==> config.mk <==
export PLATFORM = sky130hd
export DESIGN_NAME = serial_addsub16_flat
export DESIGN_NICKNAME = d
export VERILOG_FILES = /design/src/rtl/serial_addsub16_if.sv /design/src/rtl/serial_addsub16.sv /design/src/flat_wrapper.sv
export SDC_FILE = /design/constraint.sdc
export NUM_CORES = 1
export LEC_CHECK = 0
export CORE_AREA = 2 2 90 92
export CTS_CLUSTER_SIZE = 8
export DETAILED_ROUTE_END_ITERATION = 10
export DIE_AREA = 0 0 92 94
export PLACE_DENSITY = 0.66
export SLEW_MARGIN = 30
export SYNTH_ARGS = -nofsm -noshare
export SYNTH_HDL_FRONTEND = slang
export SYNTH_SLANG_ARGS = --single-unit
export TNS_END_PERCENT = 30
==> constraint.sdc <==
create_clock -name clk -period 3.5 [get_ports clk]
set_input_delay 0.525 -clock clk [delete_from_list [all_inputs] [get_ports clk]]
set_output_delay 0.525 -clock clk [all_outputs]
set_load 0.005 [all_outputs]
==> src/rtl/serial_addsub16_if.sv <==
// Request/result bundle for the bit-serial adder/subtractor.
// The master drives operands and start; the slave returns status and results.
interface serial_addsub16_if #(
  parameter int unsigned WIDTH = 16
);
  logic             start;
  logic             sub;
  logic [WIDTH-1:0] A;
  logic [WIDTH-1:0] B;
  logic             Cin;
  logic             busy;
  logic             done;
  logic [WIDTH-1:0] Sum;
  logic             Cout;
  logic             ovf;

  modport master (
    output start, sub, A, B, Cin,
    input  busy, done, Sum, Cout, ovf
  );

  modport slave (
    input  start, sub, A, B, Cin,
    output busy, done, Sum, Cout, ovf
  );
endinterface

==> src/rtl/serial_addsub16.sv <==
// Bit-serial signed adder/subtractor: one full-adder slice and a carry flop,
// LSB first, WIDTH cycles per operation plus a one-cycle DONE.
module serial_addsub16 #(
  parameter int unsigned WIDTH = 16
) (
  input  logic               clk,
  input  logic               rst_n,
  serial_addsub16_if.slave   bus
);
  localparam int unsigned CW = (WIDTH > 2) ? $clog2(WIDTH) : 1;

  typedef enum logic [1:0] {IDLE, RUN, DONE} state_t;

  state_t           state, state_nxt;
  logic [WIDTH-1:0] a_sh, b_sh, res_sh;
  logic             carry;
  logic [CW-1:0]    cnt;
  logic             start_acc;
  logic             last_bit;
  logic             s_bit, c_bit;

  // Subtraction is A + ~B + ~Cin, so inversion happens once at capture.
  assign start_acc = bus.start && (state != RUN);
  assign last_bit  = (cnt == CW'(WIDTH - 1));
  assign s_bit     = a_sh[0] ^ b_sh[0] ^ carry;
  assign c_bit     = (a_sh[0] & b_sh[0]) | (a_sh[0] & carry) | (b_sh[0] & carry);

  assign bus.busy  = (state == RUN);
  assign bus.done  = (state == DONE);

  always_ff @(posedge clk or negedge rst_n) begin
    if (!rst_n) state <= IDLE;
    else        state <= state_nxt;
  end

  always_comb begin
    state_nxt = state;
    case (state)
      IDLE:    if (bus.start) state_nxt = RUN;
      RUN:     if (last_bit)  state_nxt = DONE;
      DONE:    state_nxt = bus.start ? RUN : IDLE;
      default: state_nxt = IDLE;
    endcase
  end

  // Serial datapath; results are loaded only on the final bit.
  always_ff @(posedge clk or negedge rst_n) begin
    if (!rst_n) begin
      a_sh     <= '0;
      b_sh     <= '0;
      res_sh   <= '0;
      carry    <= 1'b0;
      cnt      <= '0;
      bus.Sum  <= '0;
      bus.Cout <= 1'b0;
      bus.ovf  <= 1'b0;
    end else if (start_acc) begin
      a_sh   <= bus.A;
      b_sh   <= bus.sub ? ~bus.B : bus.B;
      carry  <= bus.Cin ^ bus.sub;
      cnt    <= '0;
    end else if (state == RUN) begin
      a_sh   <= {1'b0, a_sh[WIDTH-1:1]};
      b_sh   <= {1'b0, b_sh[WIDTH-1:1]};
      res_sh <= {s_bit, res_sh[WIDTH-1:1]};
      carry  <= c_bit;
      cnt    <= cnt + CW'(1);
      if (last_bit) begin
        bus.Sum  <= {s_bit, res_sh[WIDTH-1:1]};
        bus.Cout <= c_bit;
        bus.ovf  <= carry ^ c_bit;
      end
    end
  end
endmodule

==> src/flat_wrapper.sv <==
// flat-port wrapper written by rule: the top's interface ports become plain ports
module serial_addsub16_flat 
#(
  parameter int unsigned WIDTH = 16
)
  (clk, rst_n, bus_start, bus_sub, bus_A, bus_B, bus_Cin, bus_busy, bus_done, bus_Sum, bus_Cout, bus_ovf);
  serial_addsub16_if #(.WIDTH(WIDTH)) bus_i ();
  input  logic clk;
  input  logic rst_n;
  input wire logic [$bits(bus_i.start)-1:0] bus_start;
  input wire logic [$bits(bus_i.sub)-1:0] bus_sub;
  input wire logic [$bits(bus_i.A)-1:0] bus_A;
  input wire logic [$bits(bus_i.B)-1:0] bus_B;
  input wire logic [$bits(bus_i.Cin)-1:0] bus_Cin;
  output wire logic [$bits(bus_i.busy)-1:0] bus_busy;
  output wire logic [$bits(bus_i.done)-1:0] bus_done;
  output wire logic [$bits(bus_i.Sum)-1:0] bus_Sum;
  output wire logic [$bits(bus_i.Cout)-1:0] bus_Cout;
  output wire logic [$bits(bus_i.ovf)-1:0] bus_ovf;
  assign bus_i.start = bus_start;
  assign bus_i.sub = bus_sub;
  assign bus_i.A = bus_A;
  assign bus_i.B = bus_B;
  assign bus_i.Cin = bus_Cin;
  assign bus_busy = bus_i.busy;
  assign bus_done = bus_i.done;
  assign bus_Sum = bus_i.Sum;
  assign bus_Cout = bus_i.Cout;
  assign bus_ovf = bus_i.ovf;
  serial_addsub16 #(.WIDTH(WIDTH)) u_core (.clk(clk), .rst_n(rst_n), .bus(bus_i));
endmodule
# Yosys cells after proc, flatten, opt, wreduce, memory -nomap -nowiden
# Cells that the tools add are included.
# totals
register_bits	73
inputBits	37
out_inout_bits	20
wordCells	46
# op_classes
addsub	1
n_eq_ne	6
muxes	13
bitwise_logic	11
reduce_logical	6
# ops
cell	count
2-to-1 mux 16 bit	5
inverter 16 bit	1
2-to-1 mux 4 bit	2
case mux 2 bit (3 select lines)	1
adder 4 x 1 -> 4 bit (second input constant)	1
== test 4 bit (second input constant)	1
2-to-1 mux 2 bit	2
inequality test 2 x 1 -> 1 bit (second input constant)	2
AND reduction 2 bit	2
bitwise XOR 1 bit	4
AND 1 bit	3
2-to-1 mux 1 bit	3
AND reduction 3 bit	1
== test 2 x 1 -> 1 bit (second input constant)	1
== test 2 bit (second input constant)	1
zero test 2 bit	1
inequality test 2 bit (second input constant)	1
OR 1 bit	2
nonzero test 2 bit	1
logical AND 1 bit	1
inverter 1 bit	1

# Depth between registers and ports, before layout
# logic_depth
ltp_word	5
ltp_mapped	6
depth_no_buf	4

# Worst setup path before layout
# Ideal clock, no wire load.
# synth_timing
path_type	register to register
from	register u_core.cnt[0]
to	register u_core.bus.Sum[10]
setup_time_ns	0.125
arrival_ns	1.408
required_ns	3.375
setup_slack_ns	1.967
stages_incl_launch_ff	7
path_buffers	2
period_less_slack_ns	1.533
cell_sequence	dfrtp_1 ha_1 nand3_2 nor3b_2 buf_6 buf_12 mux2_4
# synth_between
elab_chain_cells	2
# synth_rtl
element	line_no	rtl
from (decl)	serial_addsub16.sv:17	logic [CW-1:0] cnt;
from (signal assigned)	serial_addsub16.sv:67	cnt <= cnt + CW'(1);
== test 4 bit	serial_addsub16.sv:24	assign last_bit = (cnt == CW'(WIDTH - 1));
AND reduction 3 bit (no line)	n/a	
to (signal assigned)	serial_addsub16.sv:69	bus.Sum <= {s_bit, res_sh[WIDTH-1:1]};
to (decl)	serial_addsub16_if.sv:24	output busy, done, Sum, Cout, ovf
# No other way between the ends.
# A chain may end at the register's enable or synchronous reset.

# Final worst setup path
# layout_timing
from	register u_core.state[1]
to	output bus_done
# layout_between
elab_chain_cells	1
# layout_rtl
element	line_no	rtl
from (decl)	serial_addsub16.sv:14	state_t state, state_nxt;
from (signal assigned)	serial_addsub16.sv:33	else state <= state_nxt;
== test 2 bit	serial_addsub16.sv:29	assign bus.done = (state == DONE);
to (decl)	flat_wrapper.sv:16	output wire logic [$bits(bus_i.done)-1:0] bus_done;
# No other way between the ends.

==> impl_metrics.tcl <==
set metrics [dict create \
    insertion_delay_ns 0.33 \
    cts_tree "yes" \
    drt_first_iter_violations 82 \
    synth-seq-area-share_pct 55.4 \
    clkPwrFrac_pct 25.5 \
    htree_levels 3 \
    totalWireLength_mm 5.79 \
    syn_area_per_cell_um2 12.6 \
    max_cap_viol_count 0 \
    fp.dieH_um 94 \
    start_util_pct 42.7 \
    syn-num-nets 298 \
    fmax_ghz 0.505 \
    synth_xor_area_share_pct 4.85 \
    p_comb_share_pct 30.2 \
    synth_cell_types 25 \
    ant_nets 0 \
    hold_slack_ns 0.172 \
    grt_pass1_wl_mm 10.0 \
    synthSimpleGateAreaFrac_pct 6.04 \
    cts.sinks 72 \
    ys_warn_count 0 \
    overflow 0 \
    ir_drop_v 0.000385 \
    synth-seq-cells 72 \
    grt_start_max_net_pins 89 \
    power_switching_w 0.000901 \
    clk_pin_slew_ns 0.08 \
    finalHoldViolations 0 \
    synthesis.area_mm2 0.00325 \
    vias 2005 \
    critPathArrivalTime_ns 1.45 \
    hold_path_class "primary input to asynchronous set/reset pin" \
    drive_gt1_share_pct 18.7 \
    rows 32 \
    die-area_mm2 0.00865 \
    start_kind "flip-flop" \
    tightest_slew_ns 0.790 \
    port_buffers 56 \
    synth_top_family_by_area "multiplexers" \
    cts-root-buf "clkbuf_8" \
    diodes 0 \
    post_cts_resized 0 \
    grt_pass1_vias 2114 \
    cts_made_buffers 9 \
    powerDensity_mw_per_mm2 775 \
    ios 57 \
    required_ns 2.97 \
    final_common_cell "dfrtp_1" \
    final_cell_area_mm2 0.00410 \
    pre_cts_slack_ns 1.19 \
    cts_setup_buffers 0 \
    slew_viol_final 0 \
    synthCells 259 \
    place_congestion 0.714 \
    swShare_pct 28.4 \
    antenna_found_initial 0 \
    crit_type "flip-flop to output pin" \
    dr.pass1.iters 4 \
    area_growth_pct 26.0 \
    cts_buffer_depth 2 \
    layout.cells.non_filler 417 \
    power.leakage_nw 1.85 \
    cp-end-kind "output pin" \
    slew_headroom_pct 47.3 \
    synth-compound-area-share_pct 5.58 \
    fin_crit_ns 1.98 \
    grt_usage_pct 14.7 \
    status "finished clean" \
    final_cell_mix "dfrtp_1, clkdlybuf4s50_1, nand2_1, mux2i_1, o21ai_0" \
    viasPerCell 4.81 \
    coreArea_mm2 0.00761 \
    cts-hold-fix-buffers 0 \
    dp.cells 401 \
    finClkSkew_ns 0.00725 \
    setup_ws_ns 1.52 \
    synthMuxAreaShare_pct 23.3 \
    post-route-period-util_pct 56.5 \
    fill_cells 681 \
    post_drt_wl_per_cell_um 13.9 \
    dpl-instance-area_mm2 0.00384 \
    drc 0 \
    nets 349 \
    setup_violations 0 \
    post-dp-hpwl_mm 3.55 \
    p_int_w 0.00227 \
    synthAdderAreaFrac_pct 1.00 \
    seq_power_share_pct 44.3 \
    die_x_um 92 \
    rsz0062_at_grt "no" \
    setup_tns_ns 0 \
    critPathMaxFanout 3 \
]
sequential cells by signal, summed over array words and instances (netlist names):
name and count:
u_core.a_sh 16, u_core.b_sh 16, u_core.bus.Cout 1, u_core.bus.Sum 16, u_core.bus.ovf 1, u_core.carry 1, u_core.cnt 4, u_core.res_sh 15
u_core.state 2
path summary, 6_finish.rpt:
path                                             start  cells past startpoint                    endpoint  slack [ns]
setup / recovery           u_core.state[1]$_DFFE_PN0P_                      2                    bus_done        1.52
max in group asynchronous                        rst_n                      1   u_core.cnt[0]$_DFFE_PN0P_        2.85
hold / removal                                   rst_n                      1  u_core.b_sh[5]$_DFFE_PN0P_        0.17
hold reg to reg             u_core.a_sh[9]$_DFFE_PN0P_                      2  u_core.a_sh[8]$_DFFE_PN0P_        0.48
setup reg to reg           u_core.state[1]$_DFFE_PN0P_                      4   u_core.cnt[2]$_DFFE_PN0P_        1.67
min in group clk            u_core.a_sh[9]$_DFFE_PN0P_                      2  u_core.a_sh[8]$_DFFE_PN0P_        0.48
cell usage after synthesis:
cell	number	area, um2
nand3_1	1	5.00
nor3b_1	1	7.51
clkbuf_1	3	11.3
nor2b_1	2	12.5
mux2i_1	33	330
xnor2_1	1	8.76
mux2_2	26	293
mux2_4	9	135
nand2_1	35	131
nor2_1	3	11.3
xor2_1	17	149
inv_1	1	3.75
a211o_1	1	8.76
a211oi_1	1	7.51
ha_1	1	12.5
dfrtp_1	72	1800
o21ai_0	33	165
nand3_2	1	10.0
fa_1	1	20.0
buf_12	1	20.0
nor3b_2	1	12.5
buf_6	2	22.5
and3_1	1	6.26
buf_4	2	15.0
buf_2	10	50.1
final cells by class:
class / count / area [um2] / share of cell area [%]
multi-input combinational: 168 / 1340 / 32.7
timing repair buffer: 58 / 569 / 13.9
clock inverter: 5 / 103 / 2.50
tap: 102 / 128 / 3.12
clock buffer: 11 / 151 / 3.70
inverter: 1 / 3.75 / 0.0916
sequential: 72 / 1800 / 44.0
stage by stage:
| stage | power [W] | util [%] |
|---|---|---|
| finish | 0.00317 | 53.8 |
| global route | 0.00341 | 53.8 |
| CTS | 0.00323 | 53.9 |
| detailed placement | 0.00240 | 50.5 |
| global placement | 0.00237 | 50.5 |
| floorplan | 0.00202 | - |
layer usage:
layer | GRT usage (%) | share of wire, % | vias to the layer above
met4 | 7.09 | 1.8 | 0
met5 | 0 | 0 | -
met3 | 2.89 | 4.5 | 9
met1 | 19.0 | 48 | 970
met2 | 23.9 | 46 | 44
li1 | - | - | 982
kinds of logic after synthesis:
kind of cell,count (synthesis)
DFF,72
buffers and inverters,19
adders and majority gates,2
muxes,68
and+or+nand+nor,45
xor gates and xnor gates,18
AOI/OAI and AO/OA,35
critical path, stage by stage, from the launching register on:
cell and delay (ns):
dfrtp_1 0.45, nor2b_1 0.16, clkdlybuf4s50_1 0.51
power groups by stage:
stage / Combinational (W) / Sequential (W) / Clock (W)
final: 0.000958 / 0.00141 / 0.000810
after global routing: 0.00107 / 0.00146 / 0.000867
after CTS: 0.000981 / 0.00141 / 0.000840
after global placement: 0.000954 / 0.00142 / 0
after floorplan: 0.000647 / 0.00137 / 0
after detailed placement: 0.000976 / 0.00142 / 0
Note: power is estimated with default switching activity, not from simulation.
